--- src/rtl/dmem_arbiter_if.sv ---
// Data memory arbiter bundle: CPU port, EXT port and memory side.
// slave = arbiter view, master = requester/memory environment view.
interface dmem_arbiter_if #(
    parameter int ADDR_W = 32,
    parameter int DATA_W = 32
);
    logic              cpu_req;
    logic              cpu_we;
    logic [ADDR_W-1:0] cpu_addr;
    logic [DATA_W-1:0] cpu_wdata;
    logic [DATA_W-1:0] cpu_rdata;
    logic              cpu_ready;
    logic              ext_req;
    logic              ext_we;
    logic [ADDR_W-1:0] ext_addr;
    logic [DATA_W-1:0] ext_wdata;
    logic [DATA_W-1:0] ext_rdata;
    logic              ext_ack;
    logic              mem_re;
    logic              mem_we;
    logic [ADDR_W-1:0] mem_addr;
    logic [DATA_W-1:0] mem_wdata;
    logic [DATA_W-1:0] mem_rdata;
    logic [1:0]        owner;

    modport slave (
        input  cpu_req, cpu_we, cpu_addr, cpu_wdata,
        input  ext_req, ext_we, ext_addr, ext_wdata,
        input  mem_rdata,
        output cpu_rdata, cpu_ready, ext_rdata, ext_ack,
        output mem_re, mem_we, mem_addr, mem_wdata, owner
    );

    modport master (
        output cpu_req, cpu_we, cpu_addr, cpu_wdata,
        output ext_req, ext_we, ext_addr, ext_wdata,
        output mem_rdata,
        input  cpu_rdata, cpu_ready, ext_rdata, ext_ack,
        input  mem_re, mem_we, mem_addr, mem_wdata, owner
    );
endinterface

--- src/rtl/dmem_arbiter.sv ---
// Shares data memory between the MEM stage (CPU) and an EXT loader port.
// Ports: clk, rst (sync, active-high), bus (dmem_arbiter_if.slave).
// Option: DMEM_ARB_STARVE_EN bounds consecutive CPU wins while EXT waits.
module dmem_arbiter #(
    parameter int ADDR_W     = 32,
    parameter int DATA_W     = 32,
    parameter int MEM_LAT    = 1,
    parameter int STARVE_MAX = 4
) (
    input  logic          clk,
    input  logic          rst,
    dmem_arbiter_if.slave bus
);
    typedef enum logic [1:0] {
        IDLE,
        CPU_ACC,
        EXT_ACC,
        DONE
    } state_t;

    localparam logic [3:0] LAST     = 4'(MEM_LAT - 1);
    localparam logic [1:0] OWN_NONE = 2'b00;
    localparam logic [1:0] OWN_CPU  = 2'b01;
    localparam logic [1:0] OWN_EXT  = 2'b10;

    if (MEM_LAT < 1 || MEM_LAT > 15 ||
        STARVE_MAX < 1 || STARVE_MAX > 15) begin : g_param_check
        $error("dmem_arbiter: MEM_LAT/STARVE_MAX outside 1..15");
    end

    state_t            state_q, state_d;
    logic [3:0]        cnt_q, cnt_d;
    logic [1:0]        owner_q, owner_d;
    logic              mem_re_q, mem_re_d;
    logic              mem_we_q, mem_we_d;
    logic [ADDR_W-1:0] mem_addr_q, mem_addr_d;
    logic [DATA_W-1:0] mem_wdata_q, mem_wdata_d;
    logic [DATA_W-1:0] cpu_rdata_q, cpu_rdata_d;
    logic [DATA_W-1:0] ext_rdata_q, ext_rdata_d;
    logic              ext_ack_q, ext_ack_d;
    logic              grant_cpu, grant_ext;

`ifdef DMEM_ARB_STARVE_EN
    localparam logic [3:0] SMAX = 4'(STARVE_MAX);
    logic [3:0] starve_q, starve_d;
`endif

    always_ff @(posedge clk) begin
        if (rst) begin
            state_q     <= IDLE;
            cnt_q       <= '0;
            owner_q     <= OWN_NONE;
            mem_re_q    <= 1'b0;
            mem_we_q    <= 1'b0;
            mem_addr_q  <= '0;
            mem_wdata_q <= '0;
            cpu_rdata_q <= '0;
            ext_rdata_q <= '0;
            ext_ack_q   <= 1'b0;
`ifdef DMEM_ARB_STARVE_EN
            starve_q    <= '0;
`endif
        end else begin
            state_q     <= state_d;
            cnt_q       <= cnt_d;
            owner_q     <= owner_d;
            mem_re_q    <= mem_re_d;
            mem_we_q    <= mem_we_d;
            mem_addr_q  <= mem_addr_d;
            mem_wdata_q <= mem_wdata_d;
            cpu_rdata_q <= cpu_rdata_d;
            ext_rdata_q <= ext_rdata_d;
            ext_ack_q   <= ext_ack_d;
`ifdef DMEM_ARB_STARVE_EN
            starve_q    <= starve_d;
`endif
        end
    end

    // The mem_* registers double as the latched copy of the winner's
    // request, so mid-access payload changes never reach memory.
    always_comb begin
        state_d     = state_q;
        cnt_d       = cnt_q;
        owner_d     = owner_q;
        mem_re_d    = mem_re_q;
        mem_we_d    = mem_we_q;
        mem_addr_d  = mem_addr_q;
        mem_wdata_d = mem_wdata_q;
        cpu_rdata_d = cpu_rdata_q;
        ext_rdata_d = ext_rdata_q;
        ext_ack_d   = 1'b0;
        grant_cpu   = 1'b0;
        grant_ext   = 1'b0;
`ifdef DMEM_ARB_STARVE_EN
        starve_d    = starve_q;
`endif
        unique case (state_q)
            IDLE: begin
`ifdef DMEM_ARB_STARVE_EN
                grant_cpu = bus.cpu_req &&
                            !(bus.ext_req && starve_q == SMAX);
`else
                grant_cpu = bus.cpu_req;
`endif
                grant_ext = bus.ext_req && !grant_cpu;
                cnt_d     = '0;
                if (grant_cpu) begin
                    state_d     = CPU_ACC;
                    owner_d     = OWN_CPU;
                    mem_re_d    = !bus.cpu_we;
                    mem_we_d    = bus.cpu_we;
                    mem_addr_d  = bus.cpu_addr;
                    mem_wdata_d = bus.cpu_wdata;
                end else if (grant_ext) begin
                    state_d     = EXT_ACC;
                    owner_d     = OWN_EXT;
                    mem_re_d    = !bus.ext_we;
                    mem_we_d    = bus.ext_we;
                    mem_addr_d  = bus.ext_addr;
                    mem_wdata_d = bus.ext_wdata;
                end
`ifdef DMEM_ARB_STARVE_EN
                if (!bus.ext_req || grant_ext) begin
                    starve_d = '0;
                end else if (grant_cpu && starve_q != SMAX) begin
                    starve_d = starve_q + 4'd1;
                end
`endif
            end
            CPU_ACC, EXT_ACC: begin
                if (cnt_q == LAST) begin
                    state_d  = DONE;
                    mem_re_d = 1'b0;
                    mem_we_d = 1'b0;
                    if (state_q == CPU_ACC) begin
                        cpu_rdata_d = bus.mem_rdata;
                    end else begin
                        ext_rdata_d = bus.mem_rdata;
                        ext_ack_d   = 1'b1;
                    end
                end else begin
                    cnt_d = cnt_q + 4'd1;
                end
            end
            DONE: begin
                state_d = IDLE;
                owner_d = OWN_NONE;
            end
            default: state_d = IDLE;
        endcase
    end

    assign bus.cpu_ready = !bus.cpu_req ||
                           (state_q == DONE && owner_q == OWN_CPU);
    assign bus.cpu_rdata = cpu_rdata_q;
    assign bus.ext_rdata = ext_rdata_q;
    assign bus.ext_ack   = ext_ack_q;
    assign bus.mem_re    = mem_re_q;
    assign bus.mem_we    = mem_we_q;
    assign bus.mem_addr  = mem_addr_q;
    assign bus.mem_wdata = mem_wdata_q;
    assign bus.owner     = owner_q;
endmodule

--- src/flat_wrapper.sv ---
// flat-port wrapper written by rule: the top's interface ports become plain ports
module dmem_arbiter_flat 
#(
    parameter int ADDR_W     = 32,
    parameter int DATA_W     = 32,
    parameter int MEM_LAT    = 1,
    parameter int STARVE_MAX = 4
)
  (clk, rst, bus_cpu_req, bus_cpu_we, bus_cpu_addr, bus_cpu_wdata, bus_ext_req, bus_ext_we, bus_ext_addr, bus_ext_wdata, bus_mem_rdata, bus_cpu_rdata, bus_cpu_ready, bus_ext_rdata, bus_ext_ack, bus_mem_re, bus_mem_we, bus_mem_addr, bus_mem_wdata, bus_owner);
  dmem_arbiter_if #(.ADDR_W(ADDR_W), .DATA_W(DATA_W)) bus_i ();
  input  logic clk;
  input  logic rst;
  input wire logic [$bits(bus_i.cpu_req)-1:0] bus_cpu_req;
  input wire logic [$bits(bus_i.cpu_we)-1:0] bus_cpu_we;
  input wire logic [$bits(bus_i.cpu_addr)-1:0] bus_cpu_addr;
  input wire logic [$bits(bus_i.cpu_wdata)-1:0] bus_cpu_wdata;
  input wire logic [$bits(bus_i.ext_req)-1:0] bus_ext_req;
  input wire logic [$bits(bus_i.ext_we)-1:0] bus_ext_we;
  input wire logic [$bits(bus_i.ext_addr)-1:0] bus_ext_addr;
  input wire logic [$bits(bus_i.ext_wdata)-1:0] bus_ext_wdata;
  input wire logic [$bits(bus_i.mem_rdata)-1:0] bus_mem_rdata;
  output wire logic [$bits(bus_i.cpu_rdata)-1:0] bus_cpu_rdata;
  output wire logic [$bits(bus_i.cpu_ready)-1:0] bus_cpu_ready;
  output wire logic [$bits(bus_i.ext_rdata)-1:0] bus_ext_rdata;
  output wire logic [$bits(bus_i.ext_ack)-1:0] bus_ext_ack;
  output wire logic [$bits(bus_i.mem_re)-1:0] bus_mem_re;
  output wire logic [$bits(bus_i.mem_we)-1:0] bus_mem_we;
  output wire logic [$bits(bus_i.mem_addr)-1:0] bus_mem_addr;
  output wire logic [$bits(bus_i.mem_wdata)-1:0] bus_mem_wdata;
  output wire logic [$bits(bus_i.owner)-1:0] bus_owner;
  assign bus_i.cpu_req = bus_cpu_req;
  assign bus_i.cpu_we = bus_cpu_we;
  assign bus_i.cpu_addr = bus_cpu_addr;
  assign bus_i.cpu_wdata = bus_cpu_wdata;
  assign bus_i.ext_req = bus_ext_req;
  assign bus_i.ext_we = bus_ext_we;
  assign bus_i.ext_addr = bus_ext_addr;
  assign bus_i.ext_wdata = bus_ext_wdata;
  assign bus_i.mem_rdata = bus_mem_rdata;
  assign bus_cpu_rdata = bus_i.cpu_rdata;
  assign bus_cpu_ready = bus_i.cpu_ready;
  assign bus_ext_rdata = bus_i.ext_rdata;
  assign bus_ext_ack = bus_i.ext_ack;
  assign bus_mem_re = bus_i.mem_re;
  assign bus_mem_we = bus_i.mem_we;
  assign bus_mem_addr = bus_i.mem_addr;
  assign bus_mem_wdata = bus_i.mem_wdata;
  assign bus_owner = bus_i.owner;
  dmem_arbiter #(.ADDR_W(ADDR_W), .DATA_W(DATA_W), .MEM_LAT(MEM_LAT), .STARVE_MAX(STARVE_MAX)) u_core (.clk(clk), .rst(rst), .bus(bus_i));
endmodule
--- config.mk ---
export PLATFORM = sky130hd
export DESIGN_NAME = dmem_arbiter_flat
export DESIGN_NICKNAME = d
export VERILOG_FILES = /design/src/rtl/dmem_arbiter_if.sv /design/src/rtl/dmem_arbiter.sv /design/src/flat_wrapper.sv
export SDC_FILE = /design/constraint.sdc
export NUM_CORES = 1
export LEC_CHECK = 0
export CORE_ASPECT_RATIO = 1.2
export CORE_MARGIN = 4
export CORE_UTILIZATION = 43
export CTS_CLUSTER_DIAMETER = 150
export DETAILED_ROUTE_END_ITERATION = 10
export PLACE_DENSITY_LB_ADDON = 0.2
export SLEW_MARGIN = 15
export SYNTH_ARGS = -nofsm -noshare
export SYNTH_HDL_FRONTEND = slang
export SYNTH_SLANG_ARGS = --single-unit
--- constraint.sdc ---
create_clock -name clk -period 4.4 [get_ports clk]
set_input_delay 1.32 -clock clk [delete_from_list [all_inputs] [get_ports clk]]
set_output_delay 1.32 -clock clk [all_outputs]
set_load 0.05 [all_outputs]
## After elaboration in Yosys (flattened, before gate mapping)

Cells that the tools add are included.
Widths: inputs -> output; s select.

- Bits in latches: 0
- Memories kept: 0
- Bits in read-only memories: 0
- RAM bits: 0
- Output and inout port bits: 134
- Register bits: 139

- Order comparisons: 0
- Equality and inequality tests: 7
- Bitwise operators: 3
- Reductions and logical operators: 20
- Multiplexer cells: 19
- Shift-type cells: 0
- Div/mod/pow operators: 0
- Multipliers: 0
- Add/subtract/negate cells: 1

Operator list:

| kind | count |
|---|---|
| $mux 32 | 4 |
| $reduce_and 3->1 | 3 |
| $pmux 4 s2 | 1 |
| $reduce_and 2->1 | 4 |
| $mux 1 | 6 |
| $mux 2 | 3 |
| $pmux 2 s3 | 1 |
| $reduce_bool 2->1 | 3 |
| $add 4x1->4 const B | 1 |
| $eq 2x1->1 const B | 2 |
| $eq 2x2->1 const B | 2 |
| $logic_not 4->1 | 1 |
| $mux 4 | 1 |
| $pmux 1 s2 | 2 |
| $pmux 2 s2 | 1 |
| $logic_not 1->1 | 3 |
| $ne 3x2->1 const B | 1 |
| $not 1->1 | 3 |
| $reduce_or 3->1 | 1 |
| $logic_and 1x1->1 | 2 |
| $logic_not 2->1 | 1 |
| $ne 2x1->1 const B | 1 |
| $ne 2x2->1 const B | 1 |
| $reduce_or 2->1 | 1 |
| $logic_or 1x1->1 | 1 |

## Longest topological paths before layout

- Depth in word-level cells: 5
- Mapped depth: 7
- Gate-level depth less buffers: 5

## Worst setup path after synthesis

No wires, ideal clock.

- Kind: input to output
- From: input port bus_cpu_req
- To: output port bus_cpu_ready
- Path slack: 613 ps
- Arrival time: 2,467 ps
- Buffers on the path: 3
- Cell stages on the path: 4
- Path through: buf_2 -> buf_4 -> buf_2 -> o21ai_0

- Word-level cells in the longest chain between the ends: 2

RTL lines:

| element | line | RTL |
|---|---|---|
| start: declaration | flat_wrapper.sv:13 | `input wire logic [$bits(bus_i.cpu_req)-1:0] bus_cpu_req;` |
| $logic_not 1->1 | dmem_arbiter.sv:154 | `assign bus.cpu_ready = !bus.cpu_req \|\|` |
| $logic_or 1x1->1 | dmem_arbiter.sv:154 |  |
| end: declaration | flat_wrapper.sv:23 | `output wire logic [$bits(bus_i.cpu_ready)-1:0] bus_cpu_ready;` |

No other way between the ends.

## Worst setup path in the final report

Ends and elaborated chain as after synthesis.

==> impl_results.md <==
* Final hold vios at 0
* Synthesis-to-finish area growth at 65.3%
* Worst path slowest cell: buf_4
* Crit Path Class: primary input to output port
* Sequential share of the synthesized area at roughly 49%
* Arr. time, crit path at 1.78 ns
* Hold Path Origin: u_core.bus.cpu_rdata[10]
* Cts bufs inserted at 17
* Worst reg2reg setup slack at 2.29 ns
* Clock-pin slew on the worst setup and hold paths at 0.06 ns
* Setup bufs post-CTS at 0
* First-pass GRT wire length at 28.0 mm
* Max-slew headroom at 50.1%
* RSZ-0062 raised after global routing: false
* Layout Cells excl Fill at 1088
* Routed Antenna Nets at 0
* Commonest non-fill, non-tap cell in the layout: clkdlybuf4s50_1
* Post-CTS sizing at 0
* Drt via density at slightly above 5
* Final Net Count at 1084
* Worst hold slack at 0.452 ns
* Fin crit share at 70.3%
* DRC errors left at 0
* Number of global-route vias before repair at 5553
* Clock root buffer: clkbuf_16
* Initial Util at 44.3%
* Slew Viols, Final at 0
* Final core utilization at between 70 and 80%
* Rows at 45
* Skew final at 0.00628 ns
* Pwr/cell area at 624 nW/um^2
* IO Pins at 300
* Reg-to-reg critical path endpoint: u_core.bus.mem_wdata[21]
* GRT Residual Overflow at 0
* Status: completed
* Post-synth EDFFs at 0
* Worst Hold Class: register to register
* FMAX at roughly 320 MHz
* Max Fanout on Critical Path at 6
* Core ar. at about 13000 um^2
* Reg2Reg Depth at 6
* CTS tree: built
* Crit path launch type: primary input
* Synth warn at 0
* HPWL after DPL at 14.0 mm
* Setup violators final at 0
* Flop and latch count out of synthesis at 139
* Die Y at 134 um
* Final wirelength at 18.4 mm
* Critical path endpoint category: output port
* Synth async-reset ratio at 0%
* Clock Path Buffers at 2
* Mapped Nets at 814
* Total Power at 5.84 mW
* Max-Cap Viols at 0
* Main synth FF type: dfxtp_1
* Top cell by count, worst path: buf_4
* H-tree depth at 4
* Mean post-synth cell area at 8.84 um^2
* Clock Sinks at 139
* Wire per inst at 16.9 um
* Die footprint at 15100 um^2
* RR Startpoint: u_core.state_q[1]
* Final Critical Period at 3.10 ns
* Number of hold buffers added after cts at 0
* N_diodes at 0
* Peak VDD IR at between 0.0003 and 0.0004 V
* Cells after Synth at 641
* Via count at 5560
* Iteration-0 DRC Markers at about 300
* Clock Latency Late Sink at 0.41 ns
* Placed cells at 1056
* Layout cells sized above 1 at 5.41%
* Initial antenna violation count at 0
* Drt pass-1 iters at 4
* Die X at 113 um
* GP Congestion at around 0.8
* Setup TNS at 0 ns
* Critical Path, Cell by Cell: buf_4 > o21ai_0 > buf_4
* Largest net degree at the start of global routing at 75
* Total track usage at 23.1%
* Synth cell types at 33
* Hold Path End: u_core.bus.cpu_rdata[10]
* Worst slew pin tran at around 0.75 ns
* Max incr delay on CP at between 0.2 and 0.25 ns
* Synthesized area at 5660 um^2
* Critical Path RT at 3.08 ns
* Commonest cells after routing, fill and taps aside: 296 x clkdlybuf4s50_1, 139 x dfxtp_1, 132 x nand2_1
* Standby leakage power at 3.58 nW
* IO Port Bufs at 299
* Hold path depth at 2
final cells by class:
cell class	instances	area [um^2]
clock inverter	14	219
clock buffer	18	429
multi-input combinational	441	2640
inverter	4	15.0
timing repair buffer	308	3070
sequential	139	2780
fill	927	3420
tap	164	205
power breakdown:
part / internal [mW] / total (mW) / leakage [nW] / switching [mW]
logic: 0.886 / 2.60 / 2.13 / 1.71
clock network: 1.01 / 1.55 / 0.311 / 0.543
registers: 1.54 / 1.69 / 1.14 / 0.151
total: 3.44 / 5.84 / 3.58 / 2.40
metrics by stage:
stage               setup WS, ns  instance area [um^2]
floorplan                  0.613                  5660
global placement            1.29                  8710
detailed placement          1.21                  8710
CTS                         1.30                  9360
global route                1.29                  9360
finish                      1.30                  9360
critical path: cells and delay by family:
kind | cells | cell delay (ns)
buffers and inverters | 2 | 0.37
AO/OA/AOI/OAI | 1 | 0.08
routing by layer:
| layer | global-route usage, % | wire length (um) | part of all wire [%] | up-vias |
|---|---|---|---|---|
| li1 | - | - | - | 2754 |
| met1 | 26.1 | 7180 | 39 | 2526 |
| met2 | 41.3 | 9280 | 50 | 248 |
| met3 | 6.59 | 1460 | 7.9 | 32 |
| met4 | 8.22 | 478 | 2.6 | 0 |
| met5 | 0 | 0 | 0 | - |
how the worst max path moves through the flow:
| stage | to | startpoint | cells past startpoint |
|---|---|---|---|
| CTS | bus_cpu_ready | bus_cpu_req | 3 |
| global placement | u_core.bus.mem_wdata[5] | bus_ext_req | 5 |
| global route | bus_cpu_ready | bus_cpu_req | 3 |
| detailed placement | u_core.bus.mem_wdata[13] | bus_ext_req | 5 |
| floorplan | bus_cpu_ready | bus_cpu_req | 4 |
| finish | bus_cpu_ready | bus_cpu_req | 3 |
Yosys cell counts (2+ instances only):
library cell,number,area [um^2]
o21ai_0,6,30.0
nor4bb_1,2,20.0
buf_2,25,125
ha_1,7,87.6
buf_4,2,15.0
nor2b_1,4,25.0
clkbuf_1,26,97.6
nor2_1,67,251
dfxtp_1,139,2780
a21oi_1,69,345
a211oi_1,67,503
nor3_1,3,15.0
nand2_1,132,495
nand4bb_1,2,22.5
inv_1,4,15.0
nand3_1,2,10.0
buf_1,3,11.3
mux2i_1,66,661
logic make-up (layout without fill, tap and decap cells):
kind of cell | Yosys count | count (layout) | synth area share [%]
fa+ha+maj | 7 | 7 | 1.55
flops | 139 | 139 | 49.1
compound gates | 148 | 148 | 16.6
simple gates | 219 | 219 | 15.9
buf+inv | 61 | 344 | 4.86
mux | 67 | 67 | 11.9
state kept, by name (all words and copies together), names as in the netlist:
signal / cells
u_core.bus.ext_ack: 1
u_core.bus.mem_wdata: 32
u_core.bus.ext_rdata: 32
u_core.state_q: 2
u_core.bus.mem_re: 1
u_core.cnt_q: 4
u_core.bus.mem_addr: 32
u_core.bus.owner: 2
u_core.bus.mem_we: 1
u_core.bus.cpu_rdata: 32
Power figures use the tool's default switching activity.
